### src/rtl/rv32_pkg.sv
// Shared RV32 definitions: load/store funct3 encodings, the arbiter state
// enum and the requester identifier used by the memory port arbiter.
package rv32_pkg;

    // RV32I load/store funct3 encodings (size and signedness)
    localparam logic [2:0] F3_B  = 3'b000;
    localparam logic [2:0] F3_H  = 3'b001;
    localparam logic [2:0] F3_W  = 3'b010;
    localparam logic [2:0] F3_BU = 3'b100;
    localparam logic [2:0] F3_HU = 3'b101;

    typedef enum logic [1:0] {
        ST_IDLE  = 2'd0,
        ST_ADDR  = 2'd1,
        ST_RDATA = 2'd2,
        ST_DONE  = 2'd3
    } arb_state_e;

    typedef enum logic {
        REQ_FETCH = 1'b0,
        REQ_DATA  = 1'b1
    } req_id_e;

endpackage

### src/rtl/mem_lane_align.sv
// Combinational byte-lane logic: store byte enables and lane replication,
// load byte/half extraction with sign/zero extension, misalignment and
// illegal-funct3 detection.
module mem_lane_align
    import rv32_pkg::*;
(
    input  logic [2:0]  funct3_i,
    input  logic        we_i,
    input  logic [1:0]  addr_lo_i,
    input  logic [31:0] wdata_i,
    input  logic [31:0] rword_i,
    output logic [3:0]  be_o,
    output logic [31:0] wdata_lane_o,
    output logic [31:0] rdata_ext_o,
    output logic        err_o
);

    logic [7:0]  lane_byte [4];
    logic [7:0]  byte_sel;
    logic [15:0] half_sel;

    for (genvar gi = 0; gi < 4; gi++) begin : g_lane
        assign lane_byte[gi] = rword_i[8*gi +: 8];
    end

    assign byte_sel = lane_byte[addr_lo_i];
    assign half_sel = addr_lo_i[1] ? {lane_byte[3], lane_byte[2]}
                                   : {lane_byte[1], lane_byte[0]};

    // Lane formatting and legality check for the current access
    always_comb begin
        be_o         = 4'b1111;
        wdata_lane_o = wdata_i;
        rdata_ext_o  = rword_i;
        err_o        = 1'b0;
        if (we_i) begin
            case (funct3_i)
                F3_B: begin
                    be_o         = 4'b0001 << addr_lo_i;
                    wdata_lane_o = {4{wdata_i[7:0]}};
                end
                F3_H: begin
                    be_o         = 4'b0011 << addr_lo_i;
                    wdata_lane_o = {2{wdata_i[15:0]}};
                    err_o        = addr_lo_i[0];
                end
                F3_W:    err_o = |addr_lo_i;
                default: err_o = 1'b1;
            endcase
        end else begin
            case (funct3_i)
                F3_B:    rdata_ext_o = {{24{byte_sel[7]}}, byte_sel};
                F3_BU:   rdata_ext_o = {24'd0, byte_sel};
                F3_H: begin
                    rdata_ext_o = {{16{half_sel[15]}}, half_sel};
                    err_o       = addr_lo_i[0];
                end
                F3_HU: begin
                    rdata_ext_o = {16'd0, half_sel};
                    err_o       = addr_lo_i[0];
                end
                F3_W:    err_o = |addr_lo_i;
                default: err_o = 1'b1;
            endcase
        end
    end

endmodule

### src/rtl/mem_port_arbiter.sv
// Round-robin arbiter sharing one valid/ready memory bus between instruction
// fetch and load/store. One transaction in flight at a time; the winner gets
// a single-cycle done pulse with its read data or error flag.
module mem_port_arbiter
    import rv32_pkg::*;
#(
    parameter int DATA_WIDTH = 32
)
(
    input  logic                  clk,
    input  logic                  rstn,
    input  logic                  en,
    input  logic                  i_req,
    input  logic [DATA_WIDTH-1:0] i_addr,
    output logic                  i_done,
    output logic [DATA_WIDTH-1:0] i_rdata,
    input  logic                  d_req,
    input  logic                  d_we,
    input  logic [2:0]            d_funct3,
    input  logic [DATA_WIDTH-1:0] d_addr,
    input  logic [DATA_WIDTH-1:0] d_wdata,
    output logic                  d_done,
    output logic [DATA_WIDTH-1:0] d_rdata,
    output logic                  d_err,
    output logic                  bus_valid,
    output logic                  bus_we,
    output logic [DATA_WIDTH-1:0] bus_addr,
    output logic [DATA_WIDTH-1:0] bus_wdata,
    output logic [3:0]            bus_be,
    input  logic                  bus_ready,
    input  logic                  bus_rvalid,
    input  logic [DATA_WIDTH-1:0] bus_rdata
);

    arb_state_e            state_q, state_d;
    req_id_e               gnt_q, gnt_d;
    req_id_e               last_q, last_d;
    req_id_e               pick;
    logic [2:0]            f3_q, f3_d;
    logic [1:0]            off_q, off_d;
    logic                  we_q, we_d;
    logic                  err_q, err_d;
    logic                  bus_valid_q, bus_valid_d;
    logic                  bus_we_q, bus_we_d;
    logic [DATA_WIDTH-1:0] bus_addr_q, bus_addr_d;
    logic [DATA_WIDTH-1:0] bus_wdata_q, bus_wdata_d;
    logic [3:0]            bus_be_q, bus_be_d;
    logic [DATA_WIDTH-1:0] i_rdata_q, i_rdata_d;
    logic [DATA_WIDTH-1:0] d_rdata_q, d_rdata_d;

    logic [2:0]            al_f3;
    logic                  al_we;
    logic [1:0]            al_off;
    logic [3:0]            lane_be;
    logic [31:0]           lane_wdata;
    logic [31:0]           lane_rdata;
    logic                  lane_err;
    logic                  unused_fetch_lo;

    // Fetch addresses are word-aligned; the low bits carry no information.
    assign unused_fetch_lo = ^i_addr[1:0];

    // Live operands while deciding a grant, sampled copies afterwards.
    assign al_f3  = (state_q == ST_IDLE) ? d_funct3    : f3_q;
    assign al_we  = (state_q == ST_IDLE) ? d_we        : we_q;
    assign al_off = (state_q == ST_IDLE) ? d_addr[1:0] : off_q;

    mem_lane_align u_align (
        .funct3_i     (al_f3),
        .we_i         (al_we),
        .addr_lo_i    (al_off),
        .wdata_i      (d_wdata),
        .rword_i      (bus_rdata),
        .be_o         (lane_be),
        .wdata_lane_o (lane_wdata),
        .rdata_ext_o  (lane_rdata),
        .err_o        (lane_err)
    );

    // Next-state: grant, bus address phase, read capture, completion
    always_comb begin
        state_d     = state_q;
        gnt_d       = gnt_q;
        last_d      = last_q;
        pick        = REQ_FETCH;
        f3_d        = f3_q;
        off_d       = off_q;
        we_d        = we_q;
        err_d       = err_q;
        bus_valid_d = bus_valid_q;
        bus_we_d    = bus_we_q;
        bus_addr_d  = bus_addr_q;
        bus_wdata_d = bus_wdata_q;
        bus_be_d    = bus_be_q;
        i_rdata_d   = i_rdata_q;
        d_rdata_d   = d_rdata_q;
        case (state_q)
            ST_IDLE: begin
                if (en && (i_req || d_req)) begin
                    if (i_req && d_req) begin
                        pick = (last_q == REQ_DATA) ? REQ_FETCH : REQ_DATA;
                    end else begin
                        pick = i_req ? REQ_FETCH : REQ_DATA;
                    end
                    gnt_d = pick;
                    if (pick == REQ_FETCH) begin
                        we_d        = 1'b0;
                        err_d       = 1'b0;
                        bus_valid_d = 1'b1;
                        bus_we_d    = 1'b0;
                        bus_addr_d  = {i_addr[DATA_WIDTH-1:2], 2'b00};
                        bus_be_d    = 4'b1111;
                        bus_wdata_d = '0;
                        state_d     = ST_ADDR;
                    end else begin
                        f3_d  = d_funct3;
                        off_d = d_addr[1:0];
                        we_d  = d_we;
                        err_d = lane_err;
                        if (lane_err) begin
                            d_rdata_d = '0;
                            state_d   = ST_DONE;
                        end else begin
                            bus_valid_d = 1'b1;
                            bus_we_d    = d_we;
                            bus_addr_d  = {d_addr[DATA_WIDTH-1:2], 2'b00};
                            bus_be_d    = d_we ? lane_be : 4'b1111;
                            bus_wdata_d = d_we ? lane_wdata : '0;
                            state_d     = ST_ADDR;
                        end
                    end
                end
            end
            ST_ADDR: begin
                if (bus_ready) begin
                    bus_valid_d = 1'b0;
                    bus_we_d    = 1'b0;
                    bus_addr_d  = '0;
                    bus_wdata_d = '0;
                    bus_be_d    = 4'b0000;
                    state_d     = we_q ? ST_DONE : ST_RDATA;
                end
            end
            ST_RDATA: begin
                if (bus_rvalid) begin
                    if (gnt_q == REQ_FETCH) begin
                        i_rdata_d = bus_rdata;
                    end else begin
                        d_rdata_d = lane_rdata;
                    end
                    state_d = ST_DONE;
                end
            end
            ST_DONE: begin
                last_d  = gnt_q;
                state_d = ST_IDLE;
            end
            default: state_d = ST_IDLE;
        endcase
    end

    // State and datapath registers
    always_ff @(posedge clk) begin
        if (!rstn) begin
            state_q     <= ST_IDLE;
            gnt_q       <= REQ_FETCH;
            last_q      <= REQ_DATA;
            f3_q        <= 3'd0;
            off_q       <= 2'd0;
            we_q        <= 1'b0;
            err_q       <= 1'b0;
            bus_valid_q <= 1'b0;
            bus_we_q    <= 1'b0;
            bus_addr_q  <= '0;
            bus_wdata_q <= '0;
            bus_be_q    <= 4'b0000;
            i_rdata_q   <= '0;
            d_rdata_q   <= '0;
        end else begin
            state_q     <= state_d;
            gnt_q       <= gnt_d;
            last_q      <= last_d;
            f3_q        <= f3_d;
            off_q       <= off_d;
            we_q        <= we_d;
            err_q       <= err_d;
            bus_valid_q <= bus_valid_d;
            bus_we_q    <= bus_we_d;
            bus_addr_q  <= bus_addr_d;
            bus_wdata_q <= bus_wdata_d;
            bus_be_q    <= bus_be_d;
            i_rdata_q   <= i_rdata_d;
            d_rdata_q   <= d_rdata_d;
        end
    end

    assign bus_valid = bus_valid_q;
    assign bus_we    = bus_we_q;
    assign bus_addr  = bus_addr_q;
    assign bus_wdata = bus_wdata_q;
    assign bus_be    = bus_be_q;
    assign i_rdata   = i_rdata_q;
    assign d_rdata   = d_rdata_q;
    assign i_done    = (state_q == ST_DONE) && (gnt_q == REQ_FETCH);
    assign d_done    = (state_q == ST_DONE) && (gnt_q == REQ_DATA);
    assign d_err     = d_done && err_q;

endmodule

### config.mk
export PLATFORM = sky130hd
export DESIGN_NAME = mem_port_arbiter
export DESIGN_NICKNAME = d
export VERILOG_FILES = /design/src/rtl/rv32_pkg.sv /design/src/rtl/mem_lane_align.sv /design/src/rtl/mem_port_arbiter.sv
export SDC_FILE = /design/constraint.sdc
export NUM_CORES = 1
export LEC_CHECK = 0
export CORE_MARGIN = 8
export CORE_UTILIZATION = 25
export DETAILED_ROUTE_END_ITERATION = 7
export PLACE_DENSITY = 0.59
export SYNTH_ARGS = -nofsm -noshare
export SYNTH_HDL_FRONTEND = slang
export SYNTH_SLANG_ARGS = --single-unit
### constraint.sdc
create_clock -name clk -period 3.8 [get_ports clk]
set_clock_uncertainty 0.2 [all_clocks]
set_input_delay 0.76 -clock clk [delete_from_list [all_inputs] [get_ports clk]]
set_output_delay 0.76 -clock clk [all_outputs]
set_load 0.02 [all_outputs]
Word-level counts from Yosys, hierarchy flattened. Cells that the tools add are included.

Register bits after elaboration: 145. Latch bits: 0. RAM bits: 0. Memory bits (read-only): 0. Bits of input ports: 139. Output and inout bits: 137. Logic and storage cells: 113. Memories: 0.

Add/subtract/negate cells: 0. Multiply operators: 0. Div/mod/pow operators: 0. Order comparisons: 1. Equal/unequal tests: 14. Shifts and indexed selects: 2. Multiplexer cells: 61. Bitwise logic cells: 2. Reductions and logical operators: 19.

Operator list (number): 2-to-1 mux 32 bit (15); one-hot mux 32 bit (2 select lines) (4); one-hot mux 32 bit (4 select lines) (1); 2-to-1 mux 4 bit (6); 2-to-1 mux 1 bit (17); binary-select mux 8 bit (select 2 bit) (1); 2-to-1 mux 16 bit (1); 2-to-1 mux 8 bit (2); one-hot mux 4 bit (2 select lines) (2); 2-to-1 mux 2 bit (6); AND reduction 3 bit (3); inequality test 2 bit, second input constant (4); one-hot mux 2 bit (4 select lines) (1); == test 3 bit, second input constant (2); one-hot mux 1 bit (3 select lines) (2); AND reduction 6 bit (1); OR reduction 2 bit (3); logical AND 1 bit (5); == test 2 bit, second input constant (2); inequality test 2 x 1 -> 1 bit, second input constant (2); one-hot mux 1 bit (2 select lines) (2); AND reduction 4 bit (1); nonzero test 2 bit (2); left shift 1 x 2 -> 4 bit, first input constant (1); 13 further kinds (13).

Depth between registers and ports, before layout. Gate-level depths: netlist of the first run.

Depth in word-level cells: 11. Depth in mapped cells: 12. Mapped depth without buffers: 8.

Modules after synthesis. From an unflattened synthesis of the first run, not the netlist that was laid out.

Cell total of the unflattened synthesis: 939. Area, all modules: 7662.3 um^2.

Modules (own cells, without submodules): mem_port_arbiter (times used 1, cells an instance 747, area an instance 6377.4 um^2, sequential area each 2862.7 um^2); mem_lane_align (times used 1, cells an instance 192, area an instance 1285.0 um^2, sequential area each 0.0 um^2).

Least setup slack after synthesis of the first run. Ideal clock, no wire load.

Path kind: input-to-reg. Start: in d_addr[1]. End: reg d_rdata_q[16], in the netlist d_rdata[16]. Setup time: 126 ps. Data arrival time: 2646 ps. Data required time: 3474 ps. Path slack: 827 ps. Stages: 8. Path buffers: 2. Cells stage by stage: mux2i_1 mux4_2 and2_1 or3_1 buf_2 buf_6 o211ai_2 mux2i_1.

Word-level cells in the longest chain between the ends: 10. Elaborated cells between the ends (all ways): 17. Those cells by class: 1 x eq/ne; 13 x mux; 1 x bitwise; 2 x reduce/logical.

RTL lines: from (decl) (RTL line mem_port_arbiter.sv:20) `input logic [DATA_WIDTH-1:0] d_addr,`; 2-to-1 mux 2 bit * (RTL line mem_port_arbiter.sv:66) `assign al_off = (state_q == ST_IDLE) ? d_addr[1:0] : off_q;`; inverter 2 -> 3 bit (not written as such) (RTL line mem_lane_align.sv:26) `assign byte_sel = lane_byte[addr_lo_i];`; binary-select mux 8 bit (select 2 bit) (RTL line mem_lane_align.sv:26); 2-to-1 mux 8 bit (not written as such) (2 in series) (RTL line mem_lane_align.sv:26); one-hot mux 32 bit (4 select lines) (RTL line mem_lane_align.sv:51) `case (funct3_i)`; 2-to-1 mux 32 bit (RTL line mem_lane_align.sv:36) `if (we_i) begin`; 2-to-1 mux 32 bit (RTL line mem_port_arbiter.sv:146) `if (gnt_q == REQ_FETCH) begin`; 2-to-1 mux 32 bit (RTL line mem_port_arbiter.sv:145) `if (bus_rvalid) begin`; one-hot mux 32 bit (2 select lines) (RTL line mem_port_arbiter.sv:97) `case (state_q)`; to (signal assigned) (RTL line mem_port_arbiter.sv:193) `d_rdata_q <= d_rdata_d;`; to (decl) (RTL line mem_port_arbiter.sv:49) `logic [DATA_WIDTH-1:0] d_rdata_q, d_rdata_d;`.

Mark *: on every way between the ends. The rest lies on a longest branch, timed or not. The select of a mux whose other input is x is not followed. A chain may end at the register's enable or synchronous reset.

Final worst setup path of the first run.
Start: reg state_q[0]. End: reg d_rdata_q[22], in the netlist d_rdata[22].

Word-level cells in the longest chain between the ends: 11. Elaborated cells between the ends (all ways): 33. Those cells by class: 10 x eq/ne; 15 x mux; 1 x bitwise; 7 x reduce/logical.

RTL lines: from (decl) (RTL line mem_port_arbiter.sv:35) `arb_state_e state_q, state_d;`; from (signal assigned) (RTL line mem_port_arbiter.sv:180) `state_q <= state_d;`; logical NOT 2 bit; 2-to-1 mux 2 bit (RTL line mem_port_arbiter.sv:66); inverter 2 -> 3 bit (not written as such) (RTL line mem_lane_align.sv:26); binary-select mux 8 bit (select 2 bit) (RTL line mem_lane_align.sv:26); 2-to-1 mux 8 bit (not written as such) (2 in series) (RTL line mem_lane_align.sv:26); one-hot mux 32 bit (4 select lines) (RTL line mem_lane_align.sv:51); 2-to-1 mux 32 bit (RTL line mem_lane_align.sv:36); 2-to-1 mux 32 bit (RTL line mem_port_arbiter.sv:146); 2-to-1 mux 32 bit (RTL line mem_port_arbiter.sv:145); one-hot mux 32 bit (2 select lines) (RTL line mem_port_arbiter.sv:97).

Several ways; a longest one is shown, not always the timed one. The select of a mux whose other input is x is not followed.

==> results of run 1 <==
[critical path, cell delays in order (launching register included)]
cell	delay (ns)
dfxtp_1	0.39
inv_1	0.10
ha_1	0.32
buf_4	0.21
inv_1	0.21
mux2_2	0.48
and2_1	0.18
or3_1	0.68
o211ai_1	0.23
mux2i_1	0.10
[how the worst max path moves through the flow]
stage               startpoint          end  slack, ns  cells after the start
finish              state_q[0]  d_rdata[22]       0.59                      9
detailed placement   d_addr[1]  d_rdata[24]       0.21                      7
global placement     d_addr[1]  d_rdata[22]       0.22                      7
CTS                 state_q[0]  d_rdata[22]       0.58                      9
global route        state_q[0]  d_rdata[22]       0.40                      8
floorplan            d_addr[1]  d_rdata[16]       0.83                      8
[Yosys cell counts, types with 2 or more instances]
library cell | instances | area share (%)
ha_1 | 4 | 0.73
o2111ai_1 | 2 | 0.26
or2_2 | 2 | 0.18
buf_4 | 3 | 0.33
buf_1 | 3 | 0.16
nand2_1 | 185 | 10
buf_6 | 5 | 0.82
nor3b_1 | 3 | 0.33
o21a_1 | 2 | 0.22
inv_1 | 9 | 0.49
nor2b_1 | 2 | 0.18
o21ai_0 | 7 | 0.51
nand2b_1 | 3 | 0.27
a221o_1 | 7 | 1.0
clkbuf_1 | 36 | 2.0
and3_1 | 7 | 0.64
mux2_2 | 19 | 3.1
o221ai_1 | 4 | 0.51
dfxtp_1 | 143 | 42
a22oi_1 | 9 | 0.99
and2_1 | 3 | 0.27
nand3_1 | 2 | 0.15
mux2i_1 | 113 | 17
buf_2 | 13 | 0.95
a21oi_1 | 50 | 3.7
o21ai_1 | 2 | 0.15
a211oi_1 | 2 | 0.22
or3_1 | 4 | 0.37
o211ai_2 | 10 | 1.8
o211ai_1 | 16 | 1.8
o2bb2ai_1 | 34 | 4.3
nor2_1 | 19 | 1.0
nor3_1 | 10 | 0.73
a211o_1 | 2 | 0.26
a31oi_1 | 5 | 0.46
[registers in the layout, indices dropped and copies added (netlist names)]
| name | cells |
|---|---|
| bus_wdata | 32 |
| err_q | 1 |
| gnt_q | 1 |
| off_q | 2 |
| bus_be | 4 |
| i_rdata | 32 |
| we_q | 1 |
| bus_we | 1 |
| bus_valid | 1 |
| state_q | 2 |
| d_rdata | 32 |
| last_q | 1 |
| f3_q | 3 |
| bus_addr | 30 |
[per-layer routing]
metal | vias to the layer above | GRT usage, % | share of wire [%]
met1 | 3097 | 18.2 | 44
met4 | 4 | 3.54 | 1.1
met5 | - | 0 | 0.12
li1 | 3214 | - | -
met3 | 25 | 6.51 | 9.2
met2 | 223 | 24.1 | 46
[layout make-up]
type / count / share of cell area (%)
Multi-Input combinational cell: 548 / 35.1
Timing Repair Buffer: 295 / 27.6
Sequential cell: 143 / 27.0
Clock buffer: 19 / 4.18
Tap cell: 341 / 4.03
Clock inverter: 13 / 1.68
Inverter: 10 / 0.355
[kinds of logic after synthesis]
family                   Yosys count  synth area share (%)
AO/OA/AOI/OAI                    164                  17.7
adder cells (fa/ha/maj)            4                 0.731
buffers and inverters             70                  4.79
flip-flops                       143                  41.8
multiplexers                     134                  20.1
other                              1                0.0548
AND/OR/NAND/NOR                  244                  14.7
[power breakdown]
part / internal, mW / switching [mW]
sequential: 1.70 / 0.116
combinational: 1.29 / 1.71
clock: 1.07 / 0.737
==> flow_summary_export.csv, run 1 <==
group,metric,value,unit
routing,dr.first_iter.drc_count,350,
timing,final_period_minus_worst_setup_slack,3.21,ns
timing,final.setup.tns,0,ns
cells_and_area,seqCellArea,2860,um^2
yosys,ys.warnings.count,0,
flow_run,drv.max_cap_violation_count,0,
global_route,grt-ovfl-total,0,
hold_path,hold_path_end,"err_q",
cells_and_area,count_of_antenna_diodes_in_the_layout,0,
cells_and_area,layout-drive-gt1-share,9.63,%
timing,worst_slew_margin_rel,49.1,%
timing,final_critical_path_setup_slack,0.591,ns
global_route,grt_antenna_before_repair,2,
global_route,grt_start_max_net_pins,45,
routing,vias_per_cell,4.79,
cells_and_area,final_area,10600,um^2
global_route,first_global_vias,6697,
cells_and_area,multi_input_area,3710,um^2
floorplan,initial_core_util,25.4,%
clock_network,clock_insertion_delay_worst_skew,0.42,ns
floorplan,top_level_port_count,276,
worst_setup_path,crit_path_class,"reg2reg",
worst_setup_path,crit_path_max_fanout,16,
clock_network,clk_pin_slew_worst_paths,0.07,ns
yosys,ys_dominant_reg_cell,"dfxtp_1",
timing,final-setup-viol-count,0,
clock_network,cts-htree-levels,4,
cells_and_area,fillers,2698,
place,dp.cells,1337,
floorplan,die-area,32900,um^2
timing,worst_pin_slew,0.763,ns
power_and_ir_drop,vdd_ir_drop_max,0.273,mV
hold_path,hold_path_class,"reg2reg",
power_and_ir_drop,cellPowerDensity,626,nW/um^2
clock_network,cts.hold.buffers_added,0,
place,gpl.final_weighted_congestion,0.808,
cells_and_area,finalCoreUtilization,39.3,%
place,placement.io_buffers,271,
yosys,post_synth_instance_area,6850,um^2
yosys,synth_async_reset_ratio,0,%
yosys,synth.yosys.seq_area_share,41.8,%
clock_network,cts_buffers,17,
clock_network,ctsResizeCount,0,
worst_setup_path,reg2reg_slack,0.59,ns
run_status,status,"complete, no violations",
routing,vias,6563,
floorplan,design.core.area,27000,um^2
global_route,grt_pass1_wl,38900,um
timing,rsz0062_at_grt,"no",
yosys,ys_ff_latch,143,
hold_path,holdCritStartpoint,"err_q",
cells_and_area,flow.area_growth_from_synthesis,54.6,%
floorplan,floorplan.rows,60,
yosys,post_synth_inst_count,760,
place,place_worst_setup_slack,0.209,ns
power_and_ir_drop,total_power_of_the_final_layout,6.62,mW
power_and_ir_drop,p_leak,3.89,nW
clock_network,tritoncts,"built",
yosys,synth_enable_flop_cells,0,
worst_setup_path,worstReg2RegStart,"state_q[0]",
floorplan,die_w,181,um
cells_and_area,layout.nets,1158,
global_route,grt.total_usage,15.0,%
cells_and_area,mostFrequentLayoutCells,"clkdlybuf4s50_1, nand2_1, dfxtp_1",
routing,post_drt_wl_per_cell,18.6,um
yosys,synth_cell_types,55,
worst_setup_path,critical_path.reg2reg.endpoint,"d_rdata[22]",
clock_network,clock_sink_count,143,
worst_setup_path,r2r.worst_path.cells,9,
clock_network,ctsLongestPathBuffers,2,
worst_setup_path,critPathArrivalTime,3.31,ns
place,placement.cell_area,9960,um^2
routing,drc,0,
cells_and_area,mostFrequentLayoutCell,"clkdlybuf4s50_1",
cells_and_area,finalNonFillerCells,1369,
routing,drt_wl_total,25500,um
hold_path,hold_depth,2,
routing,ant_nets,0,
worst_setup_path,endpoint_kind,"flop",
worst_setup_path,required,3.90,ns
timing,report.final.hold_viol_count,0,
timing,clock.fmax,0.312,GHz
routing,drt_first_pass_iters,5,
clock_network,post_cts_buffers,0,
timing,final-max-slew-violation-count,0,
timing,final_min_period_over_clock_period,84.5,%
clock_network,clockRootBuffer,"clkbuf_16",
worst_setup_path,startpoint_type,"flop",
timing,holdWs,0.253,ns
yosys,avg_inst_size_synth,9.01,um^2
place,detailedPlacementHpwl,19000,um
floorplan,die_height,181,um
No activity file was read; power rests on OpenSTA's default activity.
==> run 2, diff against run 1 <==
Clock period 3.8 ns to 3.2 ns, I/O delays scaled along.
==> run 2 against run 1 <==
  * Core utilization up 0.084 points
  * Hold slack better by 0.0014 ns
  * Sequential power up 19%
  * Cell area up 0.21%
  * Non-clock buffer count up 7
  * Clock power up 7%
  * Sequential share of layout area down 0.057 points
  * Power up 18%
  * Register-to-register slack worse by 0.33 ns
  * Via count up 0.37%
  * Critical endpoint is now bus_addr[15]
  * Largest power group unchanged
==> flow_summary_export.csv, run 2 (synthesis gave the netlist of run 1 again) <==
group,metric,value,unit
clock_network,cts.hold.buffers_added,0,
power_and_ir_drop,cellPowerDensity,736,nW/um^2
routing,drt_wl_total,25900,um
worst_setup_path,startpoint_type,"flop",
routing,drc,0,
timing,report.final.hold_viol_count,0,
worst_setup_path,critPathMaxStageDelay,0.43,ns
routing,post_drt_wl_per_cell,18.8,um
worst_setup_path,required,3.35,ns
global_route,first_global_vias,6728,
flow_run,drv.max_cap_violation_count,0,
timing,worst_slew_margin_rel,48.6,%
timing,final_period_minus_worst_setup_slack,2.94,ns
cells_and_area,layout.nets,1165,
clock_network,clk_pin_slew_worst_paths,0.07,ns
power_and_ir_drop,vdd_ir_drop_max,0.418,mV
cells_and_area,mostFrequentLayoutCell,"clkdlybuf4s50_1",
worst_setup_path,critPathArrivalTime,3.09,ns
routing,drt_first_pass_iters,4,
timing,rsz0062_at_grt,"no",
clock_network,clock_insertion_delay_worst_skew,0.42,ns
timing,final-max-slew-violation-count,0,
global_route,grt.total_usage,15.4,%
floorplan,die_height,181,um
routing,ant_nets,0,
global_route,grt_antenna_before_repair,2,
run_status,status,"complete, no violations",
worst_setup_path,critical_path.top_delay_family,"compound AO/OA/AOI/OAI gates",
place,dp.cells,1343,
power_and_ir_drop,total_power_of_the_final_layout,7.81,mW
worst_setup_path,crit_buf_inv,3,
routing,dr.first_iter.drc_count,484,
worst_setup_path,critical_path.slowest_cell,"mux2_2",
routing,vias,6587,
place,placement.io_buffers,271,
worst_setup_path,worstReg2RegStart,"state_q[1]",
cells_and_area,layout-drive-gt1-share,10.2,%
floorplan,initial_core_util,25.4,%
worst_setup_path,endpoint_kind,"flop",
clock_network,ctsLongestPathBuffers,2,
worst_setup_path,crit_path_max_fanout,35,
worst_setup_path,critical_path.cell_chain,"inv_1, ha_1, buf_6, mux2_2, o2111ai_1, o2111ai_1, and2_1, a211o_1, buf_12, o2bb2ai_1",
cells_and_area,mostFrequentLayoutCells,"clkdlybuf4s50_1, nand2_1, dfxtp_1",
timing,clock.fmax,0.340,GHz
hold_path,holdCritStartpoint,"i_rdata[31]",
timing,final_min_period_over_clock_period,91.9,%
place,detailedPlacementHpwl,19200,um
floorplan,die-area,32900,um^2
worst_setup_path,cp_common_cell,"o2111ai_1",
floorplan,top_level_port_count,276,
clock_network,tritoncts,"built",
hold_path,hold_path_end,"i_rdata[31]",
worst_setup_path,critical_path.reg2reg.endpoint,"bus_addr[15]",
hold_path,hold_depth,2,
worst_setup_path,reg2reg_slack,0.26,ns
global_route,grt_pass1_wl,40000,um
clock_network,clockRootBuffer,"clkbuf_16",
timing,final.setup.tns,0,ns
hold_path,hold_path_class,"reg2reg",
power_and_ir_drop,p_leak,3.90,nW
floorplan,die_w,181,um
worst_setup_path,crit_path_class,"reg2reg",
cells_and_area,finalNonFillerCells,1377,
clock_network,cts-htree-levels,4,
floorplan,design.core.area,27000,um^2
cells_and_area,fillers,2705,
global_route,grt_start_max_net_pins,68,
clock_network,cts_buffers,17,
place,gpl.final_weighted_congestion,0.807,
floorplan,floorplan.rows,60,
cells_and_area,flow.area_growth_from_synthesis,54.9,%
timing,worst_pin_slew,0.772,ns
worst_setup_path,cp.depth,10,
timing,final-setup-viol-count,0,
clock_network,clock_sink_count,143,
routing,vias_per_cell,4.78,
worst_setup_path,r2r.worst_path.cells,10,
global_route,grt-ovfl-total,0,
[run 2: cell count changes in the layout (fill, tap and decap cells not counted), moves of 2 or more]
cell | previous run | this run
buf_4 | 21 | 24
buf_12 | 3 | 6
bufinv_16 | 3 | 0
clkinv_4 | 2 | 0
inv_6 | 4 | 6
clkinvlp_4 | 1 | 5
[run 2: area by class of cell]
type                    instances  area, um^2  area share (%)
flip-flops and latches        143        2860            27.0
clock buffers                  18         429            4.05
multi-input cells             548        3710            35.0
repair buffers                302        3020            28.5
diodes                          1        2.50          0.0236
clock inverters                14         118            1.11
well taps                     341         427            4.02
inverters                      10        37.5           0.354
[run 2: metrics by stage]
| stage | cell area [um^2] | setup WS, ns | hold slack (ns) | util, % |
|---|---|---|---|---|
| global placement | 10000 | 0.0775 | 0.242 | 37.3 |
| detailed placement | 10000 | 0.00346 | 0.246 | 37.3 |
| CTS | 10600 | 0.184 | 0.256 | 39.3 |
| floorplan | 6850 | 0.283 | 0.232 | - |
| finish | 10600 | 0.259 | 0.255 | 39.4 |
| global route | 10600 | 0.0337 | 0.273 | 39.3 |
[run 2: what timing repair did]
action / CTS / global route
setup endpoints to repair: 0 / 60
resized for setup: 0 / 1
endpoints found under the hold margin: 0 / 0
buffers inserted: 0 / 1
[run 2: per-layer routing]
| metal | vias up | share of wire (%) | GRT usage, % |
|---|---|---|---|
| met5 | - | 0.10 | 0 |
| met3 | 16 | 8.5 | 5.75 |
| met2 | 219 | 46 | 25.3 |
| li1 | 3217 | - | - |
| met4 | 4 | 0.82 | 3.48 |
| met1 | 3131 | 44 | 18.9 |
[run 2: worst max-delay path by stage]
stage / from / end / slack [ns]
CTS: state_q[1] / bus_addr[20] / 0.18
floorplan: state_q[1] / d_rdata[16] / 0.28
finish: state_q[1] / bus_addr[15] / 0.26
detailed placement: d_addr[0] / d_rdata[25] / 0.003
global route: state_q[0] / bus_wdata[0] / 0.03
global placement: d_addr[0] / d_rdata[22] / 0.08
[run 2: worst reg2reg max path: cells and delay by family, from the launching register on]
family	cells	cell delay (ns)
AO/OA/AOI/OAI	4	0.80
buffers and inverters	3	0.57
multiplexers	1	0.43
flip-flops	1	0.33
adder cells (fa/ha/maj)	1	0.29
AND/OR/NAND/NOR	1	0.23
[run 2: power breakdown]
group	total (mW)	switching (mW)	internal [mW]	leakage, nW
Sequential	2.15	0.139	2.01	1.16
Combinational	3.73	2.09	1.64	2.48
Clock	1.93	0.911	1.02	0.255
==> run 3, diff against run 2 <==
Settings changed: ABC_CLOCK_PERIOD_IN_PS set to 3200.
==> results of run 3 <==
Same layout as run 2: the final DEF is identical, and so are final timing and power.
